### config.mk
export PLATFORM = sky130hd
export DESIGN_NAME = lcv_mul32_seq
export DESIGN_NICKNAME = d
export VERILOG_FILES = /design/src/rtl/lcv_mul32_seq.sv
export SDC_FILE = /design/constraint.sdc
export NUM_CORES = 1
export LEC_CHECK = 0
export CAP_MARGIN = 20
export CORE_MARGIN = 2
export CORE_UTILIZATION = 25
export CTS_CLUSTER_SIZE = 25
export DETAILED_ROUTE_END_ITERATION = 10
export GPL_ROUTABILITY_DRIVEN = 0
export PLACE_DENSITY = 0.39
export SLEW_MARGIN = 20
export SYNTH_ARGS = -nofsm -noshare
export SYNTH_HDL_FRONTEND = slang
export SYNTH_SLANG_ARGS = --single-unit
### constraint.sdc
create_clock -name clk -period 17.35 [get_ports clk]
set_input_delay 4.3375 -clock clk [delete_from_list [all_inputs] [get_ports clk]]
set_output_delay 4.3375 -clock clk [all_outputs]
set_load 0.05 [all_outputs]
### src/rtl/lcv_mul32_seq.sv
// rtl/lcv_mul32_seq.sv - sequential unsigned multiplier, one half-width partial product per clock
// Optional LCV_MUL32_SEQ_SKIP_ZERO_EN: skip partial products whose high operand half is zero.
module lcv_mul32_seq #(
  parameter int HALF_WIDTH = 16
) (
  input  logic                    clk,
  input  logic                    rst,
  input  logic                    inp_valid,
  output logic                    inp_ready,
  input  logic [2*HALF_WIDTH-1:0] inp_a,
  input  logic [2*HALF_WIDTH-1:0] inp_b,
  output logic                    outp_valid,
  input  logic                    outp_ready,
  output logic [4*HALF_WIDTH-1:0] outp_data
);

  localparam int W  = 2 * HALF_WIDTH;
  localparam int PW = 4 * HALF_WIDTH;

  typedef enum logic [1:0] {IDLE = 2'd0, CALC = 2'd1, DONE = 2'd2} state_t;

  state_t          state_q, state_d;
  logic [W-1:0]    a_q, a_d, b_q, b_d;
  logic [PW-1:0]   acc_q, acc_d;
  logic [1:0]      step_q, step_d;

  logic [HALF_WIDTH-1:0] op_a, op_b;
  logic [W-1:0]          pp;
  logic [PW-1:0]         pp_ext, pp_sh;
  logic                  more_steps;
  logic [1:0]            next_step;
  logic                  accept;

  assign inp_ready  = (state_q == IDLE) || ((state_q == DONE) && outp_ready);
  assign outp_valid = (state_q == DONE);
  assign outp_data  = acc_q;
  assign accept     = inp_valid && inp_ready;

  // step[1] selects the high half of a, step[0] the high half of b
  always_comb begin
    op_a   = step_q[1] ? a_q[W-1:HALF_WIDTH] : a_q[HALF_WIDTH-1:0];
    op_b   = step_q[0] ? b_q[W-1:HALF_WIDTH] : b_q[HALF_WIDTH-1:0];
    pp     = {{HALF_WIDTH{1'b0}}, op_a} * {{HALF_WIDTH{1'b0}}, op_b};
    pp_ext = {{W{1'b0}}, pp};
    case (step_q)
      2'd0:    pp_sh = pp_ext;
      2'd3:    pp_sh = pp_ext << (2 * HALF_WIDTH);
      default: pp_sh = pp_ext << HALF_WIDTH;
    endcase
  end

`ifdef LCV_MUL32_SEQ_SKIP_ZERO_EN
  logic a_hi_zero, b_hi_zero;
  assign a_hi_zero = (a_q[W-1:HALF_WIDTH] == '0);
  assign b_hi_zero = (b_q[W-1:HALF_WIDTH] == '0);

  // Jump to the next step whose partial product can be non-zero
  always_comb begin
    more_steps = 1'b0;
    next_step  = 2'd0;
    case (step_q)
      2'd0: begin
        if (!b_hi_zero) begin
          more_steps = 1'b1;
          next_step  = 2'd1;
        end else if (!a_hi_zero) begin
          more_steps = 1'b1;
          next_step  = 2'd2;
        end
      end
      2'd1: begin
        more_steps = !a_hi_zero;
        next_step  = 2'd2;
      end
      2'd2: begin
        more_steps = !b_hi_zero;
        next_step  = 2'd3;
      end
      default: begin
        more_steps = 1'b0;
        next_step  = 2'd0;
      end
    endcase
  end
`else
  always_comb begin
    more_steps = (step_q != 2'd3);
    next_step  = step_q + 2'd1;
  end
`endif

  always_comb begin
    state_d = state_q;
    a_d     = a_q;
    b_d     = b_q;
    acc_d   = acc_q;
    step_d  = step_q;
    case (state_q)
      CALC: begin
        acc_d = acc_q + pp_sh;
        if (more_steps) begin
          step_d = next_step;
        end else begin
          state_d = DONE;
        end
      end
      DONE: begin
        if (outp_ready && !inp_valid) begin
          state_d = IDLE;
        end
      end
      default: begin
        state_d = state_q;
      end
    endcase
    // An accept in DONE doubles as the output handshake: no idle bubble
    if (accept) begin
      a_d     = inp_a;
      b_d     = inp_b;
      acc_d   = '0;
      step_d  = 2'd0;
      state_d = CALC;
    end
  end

  always_ff @(posedge clk or negedge rst) begin
    if (!rst) begin
      state_q <= IDLE;
      a_q     <= '0;
      b_q     <= '0;
      acc_q   <= '0;
      step_q  <= 2'd0;
    end else begin
      state_q <= state_d;
      a_q     <= a_d;
      b_q     <= b_d;
      acc_q   <= acc_d;
      step_q  <= step_d;
    end
  end

endmodule

==> impl_metrics.env, run 1 <==
export IMPL_outcome="finished clean"
export IMPL_antenna_found_initial=4
export IMPL_async_flop_share=1.000
export IMPL_timing_fmax_mhz=93.90
export IMPL_grt_pass1_wl_um=97250
export IMPL_io_pins=134
export IMPL_drv_cap=0
export IMPL_dieArea_mm2=0.07316
export IMPL_timing_final_crit_period_ns=10.65
export IMPL_synth_avg_cell_area_um2=8.284
export IMPL_worst_setup_path_type="reg2reg"
export IMPL_syn_area_mm2=0.01775
export IMPL_cts_tree="yes"
export IMPL_clock_sinks=132
export IMPL_clockBufferDepth=2
export IMPL_syn_to_final_growth_pct=17.34
export IMPL_syn_inst=2143
export IMPL_hold_class="reg2reg"
export IMPL_num_fill_cells=7607
export IMPL_nNetsFinal=2672
export IMPL_clock_root_buffer="clkbuf_16"
export IMPL_synth_edf_count=0
export IMPL_hold_buffers=0
export IMPL_worstPathMaxFanout=34
export IMPL_netlist_area_leader_share=0.2199
export IMPL_cts_inserted_buffers=17
export IMPL_yosysTopAreaCell="fa_1"
export IMPL_start_kind="flop"
export IMPL_dr_total_vias=15290
export IMPL_grt_max_degree=84
export IMPL_io_buffers=133
export IMPL_drive_gt1_frac=0.04133
export IMPL_post_cts_setup_buffers=0
export IMPL_crit_path_max_incr_delay_ns=0.72
export IMPL_arrival_ns=11.01
export IMPL_fin_crit_sh=0.6138
export IMPL_cts_reportedPaths_clkPinSlew_ns=0.07
export IMPL_final_cell_mix="nand2_1, inv_1, fa_1"
export IMPL_finalWirelength_um=63350
export IMPL_crit_slowest_cell="mux2i_1"
export IMPL_synth_seq_area_share=0.1861
export IMPL_grt_pass1_vias=15930
export IMPL_initial_core_util=0.2531
export IMPL_critPathBufInv=5
export IMPL_die_h_um=270.5
export IMPL_htree_levels=4
export IMPL_setup_viol=0
export IMPL_yosysWarnings=0
export IMPL_ys_ff_latch=132
export IMPL_clk_latency_ns=0.50
export IMPL_mostFrequentLayoutCell="nand2_1"
export IMPL_dr_first_iter_drc_count=1013
export IMPL_tightest_slew_ns=1.134
export IMPL_required_ns=17.71
export IMPL_design_core_area_mm2=0.07015
export IMPL_rsz0062_at_grt="no"
export IMPL_hold_ws_ns=0.4735
export IMPL_vias_per_cell=4.788
export IMPL_crit_top_cell="fa_1"
export IMPL_synth_flop_cell="dfrtp_1"
export IMPL_cp_top_family="compound AO/OA/AOI/OAI gates"
export IMPL_post_drt_wl_per_cell_um=19.84
export IMPL_max_slew_margin_rel=0.2226
export IMPL_place_hpwl_um=51440
export IMPL_fin_setup_tns_ns=0
export IMPL_fp_dieW_um=270.5
export IMPL_drtPass1Iterations=8
export IMPL_grt_overflow_total=0
export IMPL_syn_nets=2577
export IMPL_track_usage=0.1763
export IMPL_slew_viol_final=0
export IMPL_ys_types=61
export IMPL_finalClockSkew_ns=0.01296
export IMPL_antenna_left=0
export IMPL_row_count=97
export IMPL_hold_viol=0
export IMPL_end_kind="flop"
export IMPL_synth_area_top_cells="fa_1, dfrtp_1, ha_1"
export IMPL_drc=0
export IMPL_cts_resized=0
## flip-flops by register name (all words and copies together) (netlist names)
register,count
state_q,2
b_q,32
a_q,32
outp_data,64
step_q,2
## through the flow
stage / area [um^2] / util / setup WS [ns] / instances
floorplan: 17750 / - / 7.574 / 2143
global placement: 20160 / 0.2874 / 6.860 / 3158
detailed placement: 20200 / 0.2879 / 6.720 / 3159
CTS: 20820 / 0.2968 / 6.690 / 3190
global route: 20820 / 0.2968 / 6.198 / 3190
finish: 20830 / 0.2970 / 6.700 / 3193
## cell families (layout without fill, tap and decap cells)
logic type / after synthesis / after routing / share of synthesized area
multiplexers: 61 / 61 / 0.03644
flip-flops: 132 / 132 / 0.1861
AND/OR/NAND/NOR: 758 / 758 / 0.1774
other: 0 / 3 / 0
adder cells (fa/ha/maj): 366 / 366 / 0.3404
AO/OA/AOI/OAI: 393 / 393 / 0.1430
buffers and inverters: 344 / 451 / 0.07280
XOR/XNOR: 89 / 89 / 0.04391
## worst reg2reg max path: cells and delay by family (launching register included)
family                   cells  cell delay (ns)
AND/OR/NAND/NOR              4             0.65
adder cells (fa/ha/maj)      8             3.55
buffers and inverters        5             0.66
multiplexers                 1             0.79
XOR/XNOR                     2             0.47
flip-flops                   1             0.34
AO/OA/AOI/OAI               17             4.06
## path summary, 6_finish.rpt
path | slack [ns] | to | start | cells after the start
max reg2reg | 6.70 | outp_data[62]$_DFFE_PN0P_ | step_q[1]$_DFFE_PN0P_ | 37
min in group asynchronous | 3.86 | outp_data[60]$_DFFE_PN0P_ | rst | 1
min | 0.47 | b_q[25]$_DFFE_PN0P_ | b_q[25]$_DFFE_PN0P_ | 2
max | 6.70 | outp_data[62]$_DFFE_PN0P_ | step_q[1]$_DFFE_PN0P_ | 37
max in group asynchronous | 12.06 | step_q[1]$_DFFE_PN0P_ | rst | 2
min reg2reg | 0.47 | b_q[25]$_DFFE_PN0P_ | b_q[25]$_DFFE_PN0P_ | 2
## per-layer routing
layer	global-route usage	wire length, um	part of all wire
met5	0	13	0.00021
met4	0.05060	1343	0.021
met3	0.03222	3344	0.053
met2	0.2797	28950	0.46
met1	0.2443	29700	0.47
## cell type report
| type | instances | area, um^2 | area share |
|---|---|---|---|
| Antenna cell | 3 | 7.507 | 0.0003604 |
| Clock buffer | 17 | 425.4 | 0.02042 |
| Clock inverter | 14 | 201.4 | 0.009670 |
| Inverter | 261 | 979.7 | 0.04703 |
| Multi-Input combinational cell | 1667 | 13190 | 0.6331 |
| Sequential cell | 132 | 3304 | 0.1586 |
| Tap cell | 940 | 1176 | 0.05646 |
| Timing Repair Buffer | 159 | 1548 | 0.07430 |
## cells in the mapped netlist (23+ instances only)
cell type	instances
a21o_1	49
a21oi_1	93
a22o_1	35
and2_1	33
clkbuf_1	75
dfrtp_1	132
fa_1	195
ha_1	171
inv_1	261
mux2_2	23
mux2i_1	32
nand2_1	442
nand3_1	37
nor2_1	172
o21ai_0	56
o21ai_1	46
xnor2_1	47
xor2_1	42
Power of run 1 is not shown: default switching activity piles up to over one toggle a cycle in this logic, so the estimate is an artifact.
==> run 2, diff against run 1 <==
==> constraint.sdc (replaced) <==
create_clock -name clk -period 11 [get_ports clk]
set_input_delay 2.75 -clock clk [delete_from_list [all_inputs] [get_ports clk]]
set_output_delay 2.75 -clock clk [all_outputs]
set_load 0.05 [all_outputs]
==> impl_metrics.env, run 2 (synthesized netlist as in run 1, its figures left out) <==
export IMPL_outcome="finished clean"
export IMPL_initial_core_util=0.2531
export IMPL_hold_viol=0
export IMPL_design_core_area_mm2=0.07015
export IMPL_worst_setup_path_type="reg2reg"
export IMPL_num_fill_cells=7648
export IMPL_clk_latency_ns=0.49
export IMPL_timing_final_crit_period_ns=10.41
export IMPL_post_cts_setup_buffers=0
export IMPL_grt_overflow_total=0
export IMPL_end_kind="flop"
export IMPL_clockBufferDepth=2
export IMPL_post_drt_wl_per_cell_um=20.13
export IMPL_drc=0
export IMPL_largest_register_ffs=64
export IMPL_nNetsFinal=2683
export IMPL_clock_sinks=132
export IMPL_rr_worst_depth=34
export IMPL_fin_crit_sh=0.9464
export IMPL_grt_pass1_vias=15760
export IMPL_fp_dieW_um=270.5
export IMPL_io_buffers=133
export IMPL_antenna_left=0
export IMPL_start_kind="flop"
export IMPL_fin_util=0.2970
export IMPL_worstPathMaxFanout=16
export IMPL_whs_path_depth=2
export IMPL_syn_to_final_growth_pct=17.34
export IMPL_crit_top_cell="fa_1"
export IMPL_hold_buffers=0
export IMPL_track_usage=0.1793
export IMPL_crit_path_max_incr_delay_ns=0.68
export IMPL_timing_fmax_mhz=96.06
export IMPL_dieArea_mm2=0.07316
export IMPL_multiInputGateArea_mm2=0.01319
export IMPL_drv_cap=0
export IMPL_grt_pass1_wl_um=98600
export IMPL_htree_levels=4
export IMPL_drive_gt1_frac=0.04556
export IMPL_dr_total_vias=15270
export IMPL_vias_per_cell=4.766
export IMPL_die_h_um=270.5
export IMPL_cts_tree="yes"
export IMPL_drtPass1Iterations=5
export IMPL_antenna_found_initial=2
export IMPL_hold_ws_ns=0.4670
export IMPL_hold_class="reg2reg"
export IMPL_cts_resized=0
export IMPL_grt_max_degree=84
export IMPL_finalClockSkew_ns=0.01600
export IMPL_finalWirelength_um=64510
export IMPL_mostFrequentLayoutCell="nand2_1"
export IMPL_max_slew_margin_rel=0.3342
export IMPL_regArea_mm2=0.003304
export IMPL_cts_inserted_buffers=17
export IMPL_required_ns=11.36
export IMPL_row_count=97
export IMPL_io_pins=134
export IMPL_tightest_slew_ns=0.9987
export IMPL_arrival_ns=10.77
export IMPL_cts_reportedPaths_clkPinSlew_ns=0.07
export IMPL_setup_viol=0
export IMPL_place_hpwl_um=52860
export IMPL_final_cell_mix="nand2_1, inv_1, fa_1"
export IMPL_clock_root_buffer="clkbuf_16"
export IMPL_fin_setup_tns_ns=0
export IMPL_r2r_slack_ns=0.59
export IMPL_crit_slowest_cell="o31ai_1"
export IMPL_slew_viol_final=0
export IMPL_dr_first_iter_drc_count=929
export IMPL_rsz0062_at_grt="no"
## run 2: cell types whose count changed in the layout (fill, tap and decap cells not counted), sizes merged
| cell | previous run | this run |
|---|---|---|
| buf | 27 | 38 |
| bufinv | 4 | 1 |
| clkbuf | 17 | 19 |
| clkinv | 2 | 8 |
| clkinvlp | 5 | 2 |
| inv | 264 | 262 |
## run 2: final timing paths
path | from | endpoint
worst min-delay path | b_q[25]$_DFFE_PN0P_ | b_q[25]$_DFFE_PN0P_
worst max register to register | step_q[1]$_DFFE_PN0P_ | outp_data[43]$_DFFE_PN0P_
max in group asynchronous | rst | outp_data[14]$_DFFE_PN0P_
worst min register to register | b_q[25]$_DFFE_PN0P_ | b_q[25]$_DFFE_PN0P_
worst max-delay path | step_q[1]$_DFFE_PN0P_ | outp_data[43]$_DFFE_PN0P_
min in group asynchronous | rst | b_q[9]$_DFFE_PN0P_
## run 2: critical path: cells and delay by family, from the launching register on
family                   cells  cell delay (ns)
AO/OA/AOI/OAI               11             2.75
XOR/XNOR                     2             0.34
adder cells (fa/ha/maj)      8             3.75
buffers and inverters        4             0.49
flip-flops                   1             0.61
multiplexers                 1             0.57
AND/OR/NAND/NOR              8             1.75
## run 2: area by class of cell
cell class | instances | area share
clock inverter | 12 | 0.005226
multi-input combinational | 1667 | 0.6331
inverter | 261 | 0.04703
timing repair buffer | 170 | 0.07790
clock buffer | 19 | 0.02126
tap | 940 | 0.05646
sequential | 132 | 0.1586
antenna | 3 | 0.0003604
## run 2: routing by layer
metal / vias up / global-route usage / part of all wire / wire length, um
li1: 7240 / - / - / -
met1: 7591 / 0.2460 / 0.46 / 29880
met2: 384 / 0.2862 / 0.46 / 29930
met3: 55 / 0.03417 / 0.052 / 3363
met4: 0 / 0.05147 / 0.021 / 1341
met5: - / 0 / 0 / 0
## run 2: stage by stage
stage	worst slack, ns	area, um^2	std cells
2_1_floorplan	1.224	17750	2143
3_3_place_gp	0.5736	20240	3169
3_5_place_dp	0.6420	20260	3170
4_1_cts	0.6046	20820	3201
5_1_grt	0.08635	20820	3201
6_report	0.5893	20830	3204
Power of run 2 is left out for the same reason.
==> variant (config.mk and constraints of run 1) <==
Set the parameter `HALF_WIDTH` to 20 (it was 16).
--- a/src/rtl/lcv_mul32_seq.sv
+++ b/src/rtl/lcv_mul32_seq.sv
@@ -1,7 +1,7 @@
 // rtl/lcv_mul32_seq.sv - sequential unsigned multiplier, one half-width partial product per clock
 // Optional LCV_MUL32_SEQ_SKIP_ZERO_EN: skip partial products whose high operand half is zero.
 module lcv_mul32_seq #(
-  parameter int HALF_WIDTH = 16
+  parameter int HALF_WIDTH = 20
 ) (
   input  logic                    clk,
   input  logic                    rst,
Interface: changed (resized inp_a, inp_b and outp_data); port bits go from 134 to 166. The function was not compared with the original's and may differ.
==> variant against run 1 <==
Routed wire length increased by 46%. Synthesized area up 41%. Setup slack worse by 1.9 ns. Utilization is 0.83 points lower. Sequential cell count increased by 32. Cell area up 38%.
Power is left out: the tool's default activity adds up to more than one toggle a clock period on the data nets, which glitch-free logic cannot reach.
==> variant: results (changes against run 1) <==
* Crit Path Max Fanout at 26 (-24%)
* First-pass detailed-route iteration total at 5 (-3)
* Max-Slew Margin vs Limit at 26.95% (+4.7 points)
* DPL Wire Length at 76260 um (+48%)
* Bufs on Longest Clock Path at 2 (unchanged)
* Share of final-layout standard cells stronger than drive strength 1 at 4.889% (+0.76 points)
* Mean number of vias per cell at 4.759 (-0.61%)
* H-tree depth at 4 (unchanged)
* First-pass GRT wire length at 142100 um (+46%)
* Count of buffers from port buffering at 165 (+24%)
* Classification of the worst-slack hold path: reg -> reg
* Number of nets in the final layout at 3736 (+40%)
* Largest register FFs at 80 (+25%)
* Number of placed instances with taps included at 4377 (+39%)
* Inserted Diodes at 0 (-3)
* Number of buffers added for setup after CTS at 0 (unchanged)
* Clock Pin Slew Worst Setup and Hold Paths at 0.08 ns
* Root Buffer Master: clkbuf_16
* Number of distinct library cell variants in the gate-level netlist after synthesis at 72 (+18%)
* Initial antenna violation count at 5 (+1)
* Max stage delay cell, worst path: mux2i_1
* Share of synthesized flip-flops with an asynchronous set or reset at 100.0% (unchanged)
* Number of buffers inserted during clock tree synthesis at 17 (unchanged)
* Top_reg_cell synth: dfrtp_1
* Outcome: finished clean
* Insertion delay of the later-clocked pin in the worst-skew pair at 0.51 ns
* Setup clock skew after layout at 0.01503 ns (+0.002064 ns)
* Most area-consuming cells after synthesis: fa_1, dfrtp_1, ha_1
* Routed Wire Length at 92590 um (+46%)
* Commonest cells in the netlist: nand2_1, inv_1, fa_1
* Post-place setup slack at 4.644 ns (-2.076 ns)
* Synthesized net count at 3644 (+41%)
* Number of global-route vias before repair at 21870 (+37%)
* Fillers at 10820 (+42%)
* Initial DRC count at 1378 (+36%)
* Maximum number of pins on one net before global-route repair at 75 (-11%)
* Synthesized area divided by synthesized cell count at 8.335 sq um (+0.61%)
* Slowest stage delay, CP at 0.86 ns (+0.14 ns)
* PostCTS Resize Cnt at 0 (unchanged)
* Top cell family by delay on the critical path: adder cells
* Total GRT Usage at 18.42% (+0.78 points)
* Final number of max-transition violations at 0 (unchanged)
* Sequential share of the synthesized area at 16.38% (-2.2 points)
* Overall via count from detail_route at 20970 (+37%)
variant: cell types whose count changed after synthesis, moves of 42 or more:
cell / before / now
o21ai_1: 46 / 4
o21ai_0: 56 / 136
fa_1: 195 / 321
nor2_1: 172 / 282
nand2_1: 442 / 546
ha_1: 171 / 233
inv_1: 261 / 390
variant: cells by family after synthesis:
family	count (synthesis)	share of synthesized area (%)
AO/OA/AOI/OAI	523	13.51
XOR/XNOR	110	3.845
adder cells (fa/ha/maj)	554	37.29
buffers and inverters	526	7.950
flip-flops	164	16.38
multiplexers	74	3.126
AND/OR/NAND/NOR	1055	17.90
variant: worst reg2reg max path: cells and delay by family (launching register included):
family                   cells  cell delay, ns
adder cells (fa/ha/maj)      9            4.38
AO/OA/AOI/OAI               11            3.28
AND/OR/NAND/NOR              9            1.73
multiplexers                 2            1.00
buffers and inverters        5            0.68
XOR/XNOR                     2            0.67
flip-flops                   1            0.66
variant: final timing paths:
kind	startpoint	end	slack, ns	cells past startpoint
min in group asynchronous	rst	b_q[1]	3.79	1
min reg2reg	b_q[33]	b_q[33]	0.47	2
max reg2reg	step_q[1]	outp_data[79]	4.83	38
min	b_q[33]	b_q[33]	0.47	2
max in group asynchronous	rst	a_q[12]	11.62	3
max	step_q[1]	outp_data[79]	4.83	38
variant: metal layers:
layer	track usage, %	part of all wire [%]	wire length [um]	up-vias
met5	0	0.053	49	-
met4	4.267	2.0	1880	8
met3	3.486	5.0	4651	85
met2	28.14	44	40410	469
met1	26.68	49	45600	10460
li1	-	-	-	9954
variant: metrics by stage:
step                      cell area [sq um]  hold slack (ns)
final                                 28790           0.4744
after global routing                  28790           0.5246
after CTS                             28780           0.4808
after detailed placement              28220           0.4661
after global placement                28200           0.4577
after floorplan                       25050           0.4401
variant: area by class of cell:
cell class | instances | area (sq um) | share of cell area [%]
Clock buffer | 18 | 439.2 | 1.526
Inverter | 390 | 1464 | 5.085
Sequential cell | 164 | 4106 | 14.27
Timing Repair Buffer | 209 | 1986 | 6.898
Clock inverter | 12 | 122.6 | 0.4260
Multi-Input combinational cell | 2316 | 19040 | 66.16
Tap cell | 1298 | 1624 | 5.642
